File: src/rtl/la_capture_ctrl_if.sv
// Logic-analyser capture controller bundle: sample strobe, capture control,
// RAM write port and capture result signals.
// master: the side that drives samples/commands and reads results.
// slave : the capture controller itself.
interface la_capture_ctrl_if #(
  parameter int AW = 17
);
  logic          sample_en;
  logic          arm;
  logic          abort;
  logic          trig_hit;
  logic [AW-1:0] pretrig_len;

  logic [AW-1:0] wr_addr;
  logic          wren;
  logic          busy;
  logic          done;
  logic [AW-1:0] trig_addr;
  logic [AW-1:0] start_addr;
  logic          timed_out;

  modport master (
    output sample_en, arm, abort, trig_hit, pretrig_len,
    input  wr_addr, wren, busy, done, trig_addr, start_addr, timed_out
  );

  modport slave (
    input  sample_en, arm, abort, trig_hit, pretrig_len,
    output wr_addr, wren, busy, done, trig_addr, start_addr, timed_out
  );
endinterface

File: src/rtl/la_capture_ctrl.sv
// Logic-analyser capture controller.
// Fills a circular sample RAM of 2^AW entries: pretrig_len samples before
// the trigger, the trigger sample, and the rest of the buffer after it.
// Optional macro LA_TIMEOUT_EN: forces a trigger after TIMEOUT_CYC cycles
// spent waiting for one, and reports it on timed_out.
//
//   state     | meaning
//   ----------+---------------------------------------------------
//   IDLE      | no capture; RAM untouched
//   PRE       | filling the pre-trigger history, trig_hit ignored
//   WAIT_TRIG | circular writes, waiting for a qualified trigger
//   POST      | filling the remainder of the buffer after trigger
//   DONE      | capture complete; addresses held until next arm
module la_capture_ctrl #(
  parameter int          AW          = 17,
  parameter logic [23:0] TIMEOUT_CYC = 24'd5000000
) (
  input logic          clk_50M,
  input logic          rst,
  la_capture_ctrl_if.slave bus
);

  typedef enum logic [2:0] {
    S_IDLE,
    S_PRE,
    S_WAIT_TRIG,
    S_POST,
    S_DONE
  } state_t;

  state_t        state_q;
  logic [AW-1:0] wr_addr_q;
  logic [AW-1:0] trig_addr_q;
  logic [AW-1:0] start_addr_q;
  logic [AW-1:0] plen_q;
  logic [AW-1:0] pre_cnt_q;
  logic [AW-1:0] post_cnt_q;
  logic          busy_q;
  logic          done_q;

  logic          active;
  logic          wr_en;
  logic          force_hit;
  logic          hit_eff;
  logic [AW-1:0] post_load;
  logic          arm_ok;

  // Writes are gated by reset so the reset cycle never touches the RAM.
  assign active    = (state_q == S_PRE) || (state_q == S_WAIT_TRIG) || (state_q == S_POST);
  assign wr_en     = bus.sample_en & active & ~rst;
  assign post_load = {AW{1'b1}} - plen_q;
  assign hit_eff   = bus.trig_hit | force_hit;
  assign arm_ok    = bus.arm & ~bus.abort & ((state_q == S_IDLE) || (state_q == S_DONE));

`ifdef LA_TIMEOUT_EN
  logic [23:0] to_cnt_q;
  logic        to_reached;
  logic        timed_out_q;

  // Saturates at the terminal value so a late write still sees the timeout.
  assign to_reached = (to_cnt_q == TIMEOUT_CYC - 24'd1);
  assign force_hit  = to_reached;

  // Wait-time counter: zero outside WAIT_TRIG, counts every cycle inside it.
  always_ff @(posedge clk_50M) begin
    if (rst) begin
      to_cnt_q <= '0;
    end else if (state_q != S_WAIT_TRIG) begin
      to_cnt_q <= '0;
    end else if (!to_reached) begin
      to_cnt_q <= to_cnt_q + 24'd1;
    end
  end

  // Sticky forced-trigger flag; abort leaves it alone, arm clears it.
  always_ff @(posedge clk_50M) begin
    if (rst) begin
      timed_out_q <= 1'b0;
    end else if (arm_ok) begin
      timed_out_q <= 1'b0;
    end else if (!bus.abort && state_q == S_WAIT_TRIG && wr_en && to_reached && !bus.trig_hit) begin
      timed_out_q <= 1'b1;
    end
  end

  assign bus.timed_out = timed_out_q;
`else
  assign force_hit     = 1'b0;
  assign bus.timed_out = 1'b0;
`endif

  // Capture FSM with its address pointers, counters and status flags.
  always_ff @(posedge clk_50M) begin
    if (rst) begin
      state_q      <= S_IDLE;
      wr_addr_q    <= '0;
      trig_addr_q  <= '0;
      start_addr_q <= '0;
      plen_q       <= '0;
      pre_cnt_q    <= '0;
      post_cnt_q   <= '0;
      busy_q       <= 1'b0;
      done_q       <= 1'b0;
    end else if (bus.abort) begin
      state_q <= S_IDLE;
      busy_q  <= 1'b0;
      done_q  <= 1'b0;
    end else begin
      if (wr_en) begin
        wr_addr_q <= wr_addr_q + AW'(1);
      end
      case (state_q)
        S_IDLE, S_DONE: begin
          if (bus.arm) begin
            plen_q    <= bus.pretrig_len;
            pre_cnt_q <= bus.pretrig_len;
            wr_addr_q <= '0;
            done_q    <= 1'b0;
            busy_q    <= 1'b1;
            state_q   <= (bus.pretrig_len != '0) ? S_PRE : S_WAIT_TRIG;
          end
        end
        S_PRE: begin
          if (wr_en) begin
            pre_cnt_q <= pre_cnt_q - AW'(1);
            if (pre_cnt_q == AW'(1)) begin
              state_q <= S_WAIT_TRIG;
            end
          end
        end
        S_WAIT_TRIG: begin
          if (wr_en && hit_eff) begin
            trig_addr_q  <= wr_addr_q;
            start_addr_q <= wr_addr_q - plen_q;
            post_cnt_q   <= post_load;
            // A full-buffer pre-trigger leaves no post samples to take.
            if (post_load == '0) begin
              state_q <= S_DONE;
              busy_q  <= 1'b0;
              done_q  <= 1'b1;
            end else begin
              state_q <= S_POST;
            end
          end
        end
        S_POST: begin
          if (wr_en) begin
            post_cnt_q <= post_cnt_q - AW'(1);
            if (post_cnt_q == AW'(1)) begin
              state_q <= S_DONE;
              busy_q  <= 1'b0;
              done_q  <= 1'b1;
            end
          end
        end
        default: begin
          state_q <= S_IDLE;
          busy_q  <= 1'b0;
          done_q  <= 1'b0;
        end
      endcase
    end
  end

  assign bus.wr_addr    = wr_addr_q;
  assign bus.wren       = wr_en;
  assign bus.busy       = busy_q;
  assign bus.done       = done_q;
  assign bus.trig_addr  = trig_addr_q;
  assign bus.start_addr = start_addr_q;

endmodule

File: src/flat_wrapper.sv
// flat-port wrapper written by rule: the top's interface ports become plain ports
module la_capture_ctrl_flat 
#(
  parameter int          AW          = 17,
  parameter logic [23:0] TIMEOUT_CYC = 24'd5000000
)
  (clk_50M, rst, bus_sample_en, bus_arm, bus_abort, bus_trig_hit, bus_pretrig_len, bus_wr_addr, bus_wren, bus_busy, bus_done, bus_trig_addr, bus_start_addr, bus_timed_out);
  la_capture_ctrl_if #(.AW(AW)) bus_i ();
  input logic clk_50M;
  input logic rst;
  input wire logic [$bits(bus_i.sample_en)-1:0] bus_sample_en;
  input wire logic [$bits(bus_i.arm)-1:0] bus_arm;
  input wire logic [$bits(bus_i.abort)-1:0] bus_abort;
  input wire logic [$bits(bus_i.trig_hit)-1:0] bus_trig_hit;
  input wire logic [$bits(bus_i.pretrig_len)-1:0] bus_pretrig_len;
  output wire logic [$bits(bus_i.wr_addr)-1:0] bus_wr_addr;
  output wire logic [$bits(bus_i.wren)-1:0] bus_wren;
  output wire logic [$bits(bus_i.busy)-1:0] bus_busy;
  output wire logic [$bits(bus_i.done)-1:0] bus_done;
  output wire logic [$bits(bus_i.trig_addr)-1:0] bus_trig_addr;
  output wire logic [$bits(bus_i.start_addr)-1:0] bus_start_addr;
  output wire logic [$bits(bus_i.timed_out)-1:0] bus_timed_out;
  assign bus_i.sample_en = bus_sample_en;
  assign bus_i.arm = bus_arm;
  assign bus_i.abort = bus_abort;
  assign bus_i.trig_hit = bus_trig_hit;
  assign bus_i.pretrig_len = bus_pretrig_len;
  assign bus_wr_addr = bus_i.wr_addr;
  assign bus_wren = bus_i.wren;
  assign bus_busy = bus_i.busy;
  assign bus_done = bus_i.done;
  assign bus_trig_addr = bus_i.trig_addr;
  assign bus_start_addr = bus_i.start_addr;
  assign bus_timed_out = bus_i.timed_out;
  la_capture_ctrl #(.AW(AW), .TIMEOUT_CYC(TIMEOUT_CYC)) u_core (.clk_50M(clk_50M), .rst(rst), .bus(bus_i));
endmodule
File: config.mk
export PLATFORM = sky130hd
export DESIGN_NAME = la_capture_ctrl_flat
export DESIGN_NICKNAME = d
export VERILOG_FILES = /design/src/rtl/la_capture_ctrl_if.sv /design/src/rtl/la_capture_ctrl.sv /design/src/flat_wrapper.sv
export SDC_FILE = /design/constraint.sdc
export NUM_CORES = 1
export LEC_CHECK = 0
export ABC_AREA = 1
export BUFFER_PORTS_ARGS = -buffer_cell sky130_fd_sc_hd__buf_2
export CORE_MARGIN = 5
export CORE_UTILIZATION = 53
export DETAILED_ROUTE_END_ITERATION = 10
export GPL_TIMING_DRIVEN = 0
export PLACE_DENSITY = 0.87
export REMOVE_ABC_BUFFERS = 1
export SETUP_SLACK_MARGIN = 0.05
export SKIP_CTS_REPAIR_TIMING = 1
export SYNTH_ARGS = -nofsm -noshare
export SYNTH_HDL_FRONTEND = slang
export SYNTH_SLANG_ARGS = --single-unit
export TNS_END_PERCENT = 10
File: constraint.sdc
create_clock -name clk_50M -period 1.95 [get_ports clk_50M]
set_input_delay 0.0975 -clock clk_50M [delete_from_list [all_inputs] [get_ports clk_50M]]
set_output_delay 0.0975 -clock clk_50M [all_outputs]
set_load 0.02 [all_outputs]
Yosys cells after proc, flatten, opt, wreduce, memory -nomap -nowiden
Cells that the tools add are included.
{"block": "word_totals", "out_inout_bits": 55, "wordCells": 78, "in_bits": 23, "ff_bits": 107}
{"block": "op_classes", "n_eq_ne": 13, "n_reduce_logical": 16, "mux": 30, "bitwise_logic": 5, "addsub": 5}
{"operator": "two-way mux 17 bit", "n": 7}
{"operator": "one-hot mux 17 bit (2 select lines)", "n": 2}
{"operator": "equality test 17 x 1 -> 1 bit, second input constant", "n": 2}
{"operator": "subtractor 17 x 1 -> 17 bit, second input constant", "n": 2}
{"operator": "two-way mux 3 bit", "n": 7}
{"operator": "adder 17 x 1 -> 17 bit, second input constant", "n": 1}
{"operator": "zero test 17 bit", "n": 1}
{"operator": "nonzero test 17 bit", "n": 1}
{"operator": "subtractor 17 bit", "n": 1}
{"operator": "subtractor 17 bit, first input constant", "n": 1}
{"operator": "one-hot mux 3 bit (4 select lines)", "n": 1}
{"operator": "AND reduction 6 bit", "n": 2}
{"operator": "two-way mux 1 bit", "n": 10}
{"operator": "!= test 2 bit, second input constant", "n": 5}
{"operator": "one-hot mux 1 bit (4 select lines)", "n": 2}
{"operator": "AND reduction 4 bit", "n": 2}
{"operator": "equality test 3 x 2 -> 1 bit, second input constant", "n": 2}
{"operator": "AND reduction 3 bit", "n": 2}
{"operator": "!= test 2 x 1 -> 1 bit, second input constant", "n": 2}
{"operator": "nonzero test 2 bit", "n": 2}
{"operator": "OR reduction 2 bit", "n": 2}
{"operator": "equality test 3 x 1 -> 1 bit, second input constant", "n": 1}
{"operator": "equality test 3 bit, second input constant", "n": 1}
{"operator": "zero test 3 bit", "n": 1}
{"operator": "5 further kinds", "n": 9}

Depth between registers and ports, before layout
{"block": "logic_depth", "ltp_word": 8, "depth_mapped": 14, "depth_no_buf": 14}

Worst setup path after synthesis
OpenSTA, ideal clock, no wires.
{"block": "synth_timing", "kind": "flip-flop to flip-flop", "startpoint": "register u_core.wr_addr_q[0] (netlist: u_core.bus.wr_addr[0])", "endpoint": "register u_core.start_addr_q[16] (netlist: u_core.bus.start_addr[16])", "period_less_slack_ps": 2003, "setup_ps": 109, "path_stages_with_launch": 14, "t_arrival_ps": 1894, "n_path_buf": 0, "t_required_ps": 1841, "setup_slack_ps": -53, "cell_sequence": "dfxtp_1 > inv_1 > ha_1 > fa_1 > inv_1 > nand3_1 > nand3_1 > nand2_1 > nand2_1 > nand2_1 > nand3b_1 > nand3_1 > nand2_1 > inv_1"}
{"block": "synth_via", "elab_chain_cells": 1}
{"element": "start, declared", "line": "la_capture_ctrl.sv:32", "source": "logic [AW-1:0] wr_addr_q;"}
{"element": "start signal, assigned", "line": "la_capture_ctrl.sv:110", "source": "wr_addr_q <= wr_addr_q + AW'(1);"}
{"element": "subtractor 17 bit", "line": "la_capture_ctrl.sv:134", "source": "start_addr_q <= wr_addr_q - plen_q;"}
{"element": "end signal, assigned", "line": "la_capture_ctrl.sv:134"}
{"element": "end, declared", "line": "la_capture_ctrl.sv:34", "source": "logic [AW-1:0] start_addr_q;"}
No other way between the ends.
A chain may end at the register's enable or synchronous reset.

Worst setup path in the final report
{"block": "layout_timing", "startpoint": "register u_core.plen_q[10]", "endpoint": "register u_core.start_addr_q[16] (netlist: u_core.bus.start_addr[16])"}
{"block": "layout_via", "elab_chain_cells": 1}
{"element": "start, declared", "line": "la_capture_ctrl.sv:35", "source": "logic [AW-1:0] plen_q;"}
{"element": "start signal, assigned", "line": "la_capture_ctrl.sv:115", "source": "plen_q <= bus.pretrig_len;"}
{"element": "subtractor 17 bit", "line": "la_capture_ctrl.sv:134"}
No other way between the ends.

==> results.yml <==
status:
  status: "finished clean"
timing:
  rsz0062_at_grt: "true"
  skew_ns: 0.0103
  worstMarginPinSlew_ns: 0.803
  period_share_pct: 98.5
  setup_viol: 0
  final_max_slew_viol_count: 0
  hold_viol: 0
  fin_crit_ns: 1.92
  fmax_mhz: 521
  relSlewSlack_pct: 46.2
  fin_hold_ws_ns: 0.0148
  fin_tns_setup_ns: 0
final_layout:
  postLayoutCellArea_sq_um: 7300
  drive_gt1_share_pct: 13.8
  layoutNonFillerInstCount: 1239
  syn_to_final_growth_pct: 15.0
  nets: 1133
  antenna_cells: 0
  finalCoreUtilization_pct: 61.6
  fillCellCount: 1064
global_route:
  grt_max_degree: 63
  grt_use_met3_pct: 5.09
  top_usage_layer: "met2"
  grtUsageTotal_pct: 23.9
  use_met2_pct: 39.8
  grt-ovfl-total: 0
  grt_pass1_vias: 5971
  met1_usage_pct: 30.4
  grt_pass1_wl_um: 28000
  antenna_found_initial: 0
route:
  firstDrtPassIters: 6
  finalWirelength_um: 18500
  routed_via_density: 5.57
  ant_nets: 0
  drt_iter0_markers: 679
  vias: 6907
  drc: 0
  wire_per_inst_um: 15.0
critical_path:
  crit_path_end_kind: "flop"
  r2r_cells: 12
  crit_slowest_cell: "dfxtp_1"
  startpoint: "u_core.plen_q[10]$_SDFFE_PP0P_"
  crit_top_cell: "nand2_1"
  cp_cell_sequence: "inv_1, ha_1, nand2_1, inv_1, a21oi_1, nor2_1, nor2_1, nand2_1, nand2_1, nand3_1, nand2_1, inv_1"
  path_class: "reg -> reg"
  worstPathArrival_ns: 2.17
  worstPathRequired_ns: 2.20
  critical-path-max-stage-delay_ns: 0.46
  startpoint_type: "flop"
  timing.rr.start: "u_core.plen_q[10]$_SDFFE_PP0P_"
  crit_fanout: 4
power:
  ir_drop_uv: 652
  switchingPower_mw: 1.87
  clock_power_share_pct: 31.3
  power_density_nw_per_um2: 751
  p_leak_nw: 3.53
  power_frac_seq_pct: 43.5
  internal-power_mw: 3.62
  sw_frac_of_total_pct: 34.0
  comb_power_share_pct: 25.2
floorplan:
  die_x_um: 119
  start_util_pct: 53.6
  row_count: 40
  dieArea_sq_um: 14300
  coreArea_sq_um: 11900
  die_h_um: 119
  ios: 78
synthesis:
  synth_top_cell_by_area: "dfxtp_1"
  synth_top_area_share_pct: 33.7
  syn_area_per_cell_sq_um: 6.26
  syn-instance-count: 1015
  ys_seq_area_share_pct: 33.7
  ys_types: 38
  async_flop_share_pct: 0
  synth_area_leaders: "dfxtp_1 (34%), nand2_1 (14%), nor2_1 (8.5%)"
  synth_seq_cells: 107
  synth.top_cells.by_count: "nand2_1 (244), nor2_1 (144), inv_1 (133), dfxtp_1 (107), a21oi_1 (94)"
  synth_edf_count: 0
  yosysWarnings: 0
  syn-cell-area_sq_um: 6350
  yosysMostFrequentCell: "nand2_1"
  synth_flop_cell: "dfxtp_1"
clock_tree:
  clockBufferDepth: 2
  clockRootBuffer: "clkbuf_16"
  cts-buffers-inserted: 9
  cts_tree: "yes"
  clkLatencyLatePin_ns: 0.36
  htree_num_levels: 3
  cts_sinks: 107
  clk_pin_slew_ns: 0.07
placed_design:
  post_dp_cell_area_sq_um: 6750
  place_inst: 1206
  io_buffers: 76
  place_congestion: 0.926
  hpwl_um: 12400
worst_hold_path:
  holdPathStages: 3
  min_path_type: "in -> reg"
  hold_start: "bus_pretrig_len[13]"
job:
  maxCapViolCount: 0
## worst paths after layout
check | slack [ns] | end
max | 0.03 | u_core.bus.start_addr[16]$_SDFFE_PP0P_
min | 0.01 | u_core.plen_q[13]$_SDFFE_PP0P_
max reg2reg | 0.03 | u_core.bus.start_addr[16]$_SDFFE_PP0P_
min reg2reg | 0.46 | u_core.bus.wr_addr[0]$_SDFFE_PP0N_
## kinds of logic (layout without fill, tap and decap cells)
family | after synthesis | count (layout) | share of synthesized area [%]
adder cells (fa/ha/maj) | 22 | 22 | 4.45
buffers and inverters | 173 | 246 | 11.1
other | 1 | 1 | 0.0590
AO/OA/AOI/OAI | 199 | 199 | 16.1
AND/OR/NAND/NOR | 502 | 506 | 33.1
XOR/XNOR | 11 | 11 | 1.52
flip-flops | 107 | 107 | 33.7
## power groups by stage
stage          sequential [mW]  clock, mW  combinational [mW]
6_report                  2.39       1.72                1.39
5_1_grt                   2.40       1.81                1.56
4_1_cts                   2.37       1.73                1.26
3_5_place_dp              2.42          0                1.24
3_3_place_gp              2.42          0                1.22
2_1_floorplan             2.40          0               0.943
## layout make-up
| type | count | area [sq um] | share of cell area (%) |
|---|---|---|---|
| clock inverter | 5 | 30.0 | 0.411 |
| timing repair buffer | 88 | 473 | 6.47 |
| timing repair inverter | 2 | 13.8 | 0.188 |
| tap | 147 | 184 | 2.52 |
| multi-input combinational | 739 | 3640 | 49.8 |
| sequential | 107 | 2160 | 29.5 |
| inverter | 141 | 572 | 7.83 |
| clock buffer | 10 | 239 | 3.27 |
## cells in the final DEF, fill, tap and decap left out, drive strengths merged, types with 2 or more instances in the layout
| cell | Yosys | routed |
|---|---|---|
| clkbuf | 12 | 11 |
| o22ai | 2 | 2 |
| nor2 | 150 | 151 |
| ha | 21 | 21 |
| nand4 | 15 | 16 |
| xor2 | 7 | 7 |
| o21ai | 95 | 95 |
| dfxtp | 107 | 107 |
| clkinv | 3 | 6 |
| buf | 20 | 87 |
| clkinvlp | 0 | 5 |
| nand3 | 72 | 73 |
| xnor2 | 4 | 4 |
| nand2 | 247 | 247 |
| nor3 | 10 | 11 |
| inv | 138 | 137 |
| a211oi | 3 | 3 |
| nand3b | 7 | 7 |
| o21a | 2 | 2 |
| a21oi | 94 | 94 |
## metrics by stage
step / power [mW] / setup WS, ns
after floorplan: 3.34 / -0.428
after global placement: 3.64 / -1.42
after detailed placement: 3.67 / -1.41
after CTS: 5.36 / -1.44
after global routing: 5.77 / -0.142
final: 5.49 / 0.0298
## layer usage
layer  routed length, um  vias to the layer above  share of wire, %
met1                7760                     3122                42
met2                8650                      325                47
li1                    -                     3416                 -
met5                   0                        -                 0
met4                 527                        0               2.8
met3                1600                       44               8.6
## registers in the layout, indices dropped and copies added, names as in the netlist
register               flops
u_core.bus.start_addr     17
u_core.bus.trig_addr      17
u_core.bus.done            1
u_core.state_q             3
u_core.pre_cnt_q          17
u_core.post_cnt_q         17
u_core.bus.wr_addr        17
u_core.bus.busy            1
u_core.plen_q             17
## critical path: cells and delay by family (launching register included)
kind / cells / cell delay [ns]
simple gates: 7 / 0.60
buf+inv: 3 / 0.18
flops: 1 / 0.46
compound gates: 1 / 0.26
fa+ha+maj: 1 / 0.33
(Power assumes the default switching activity.)
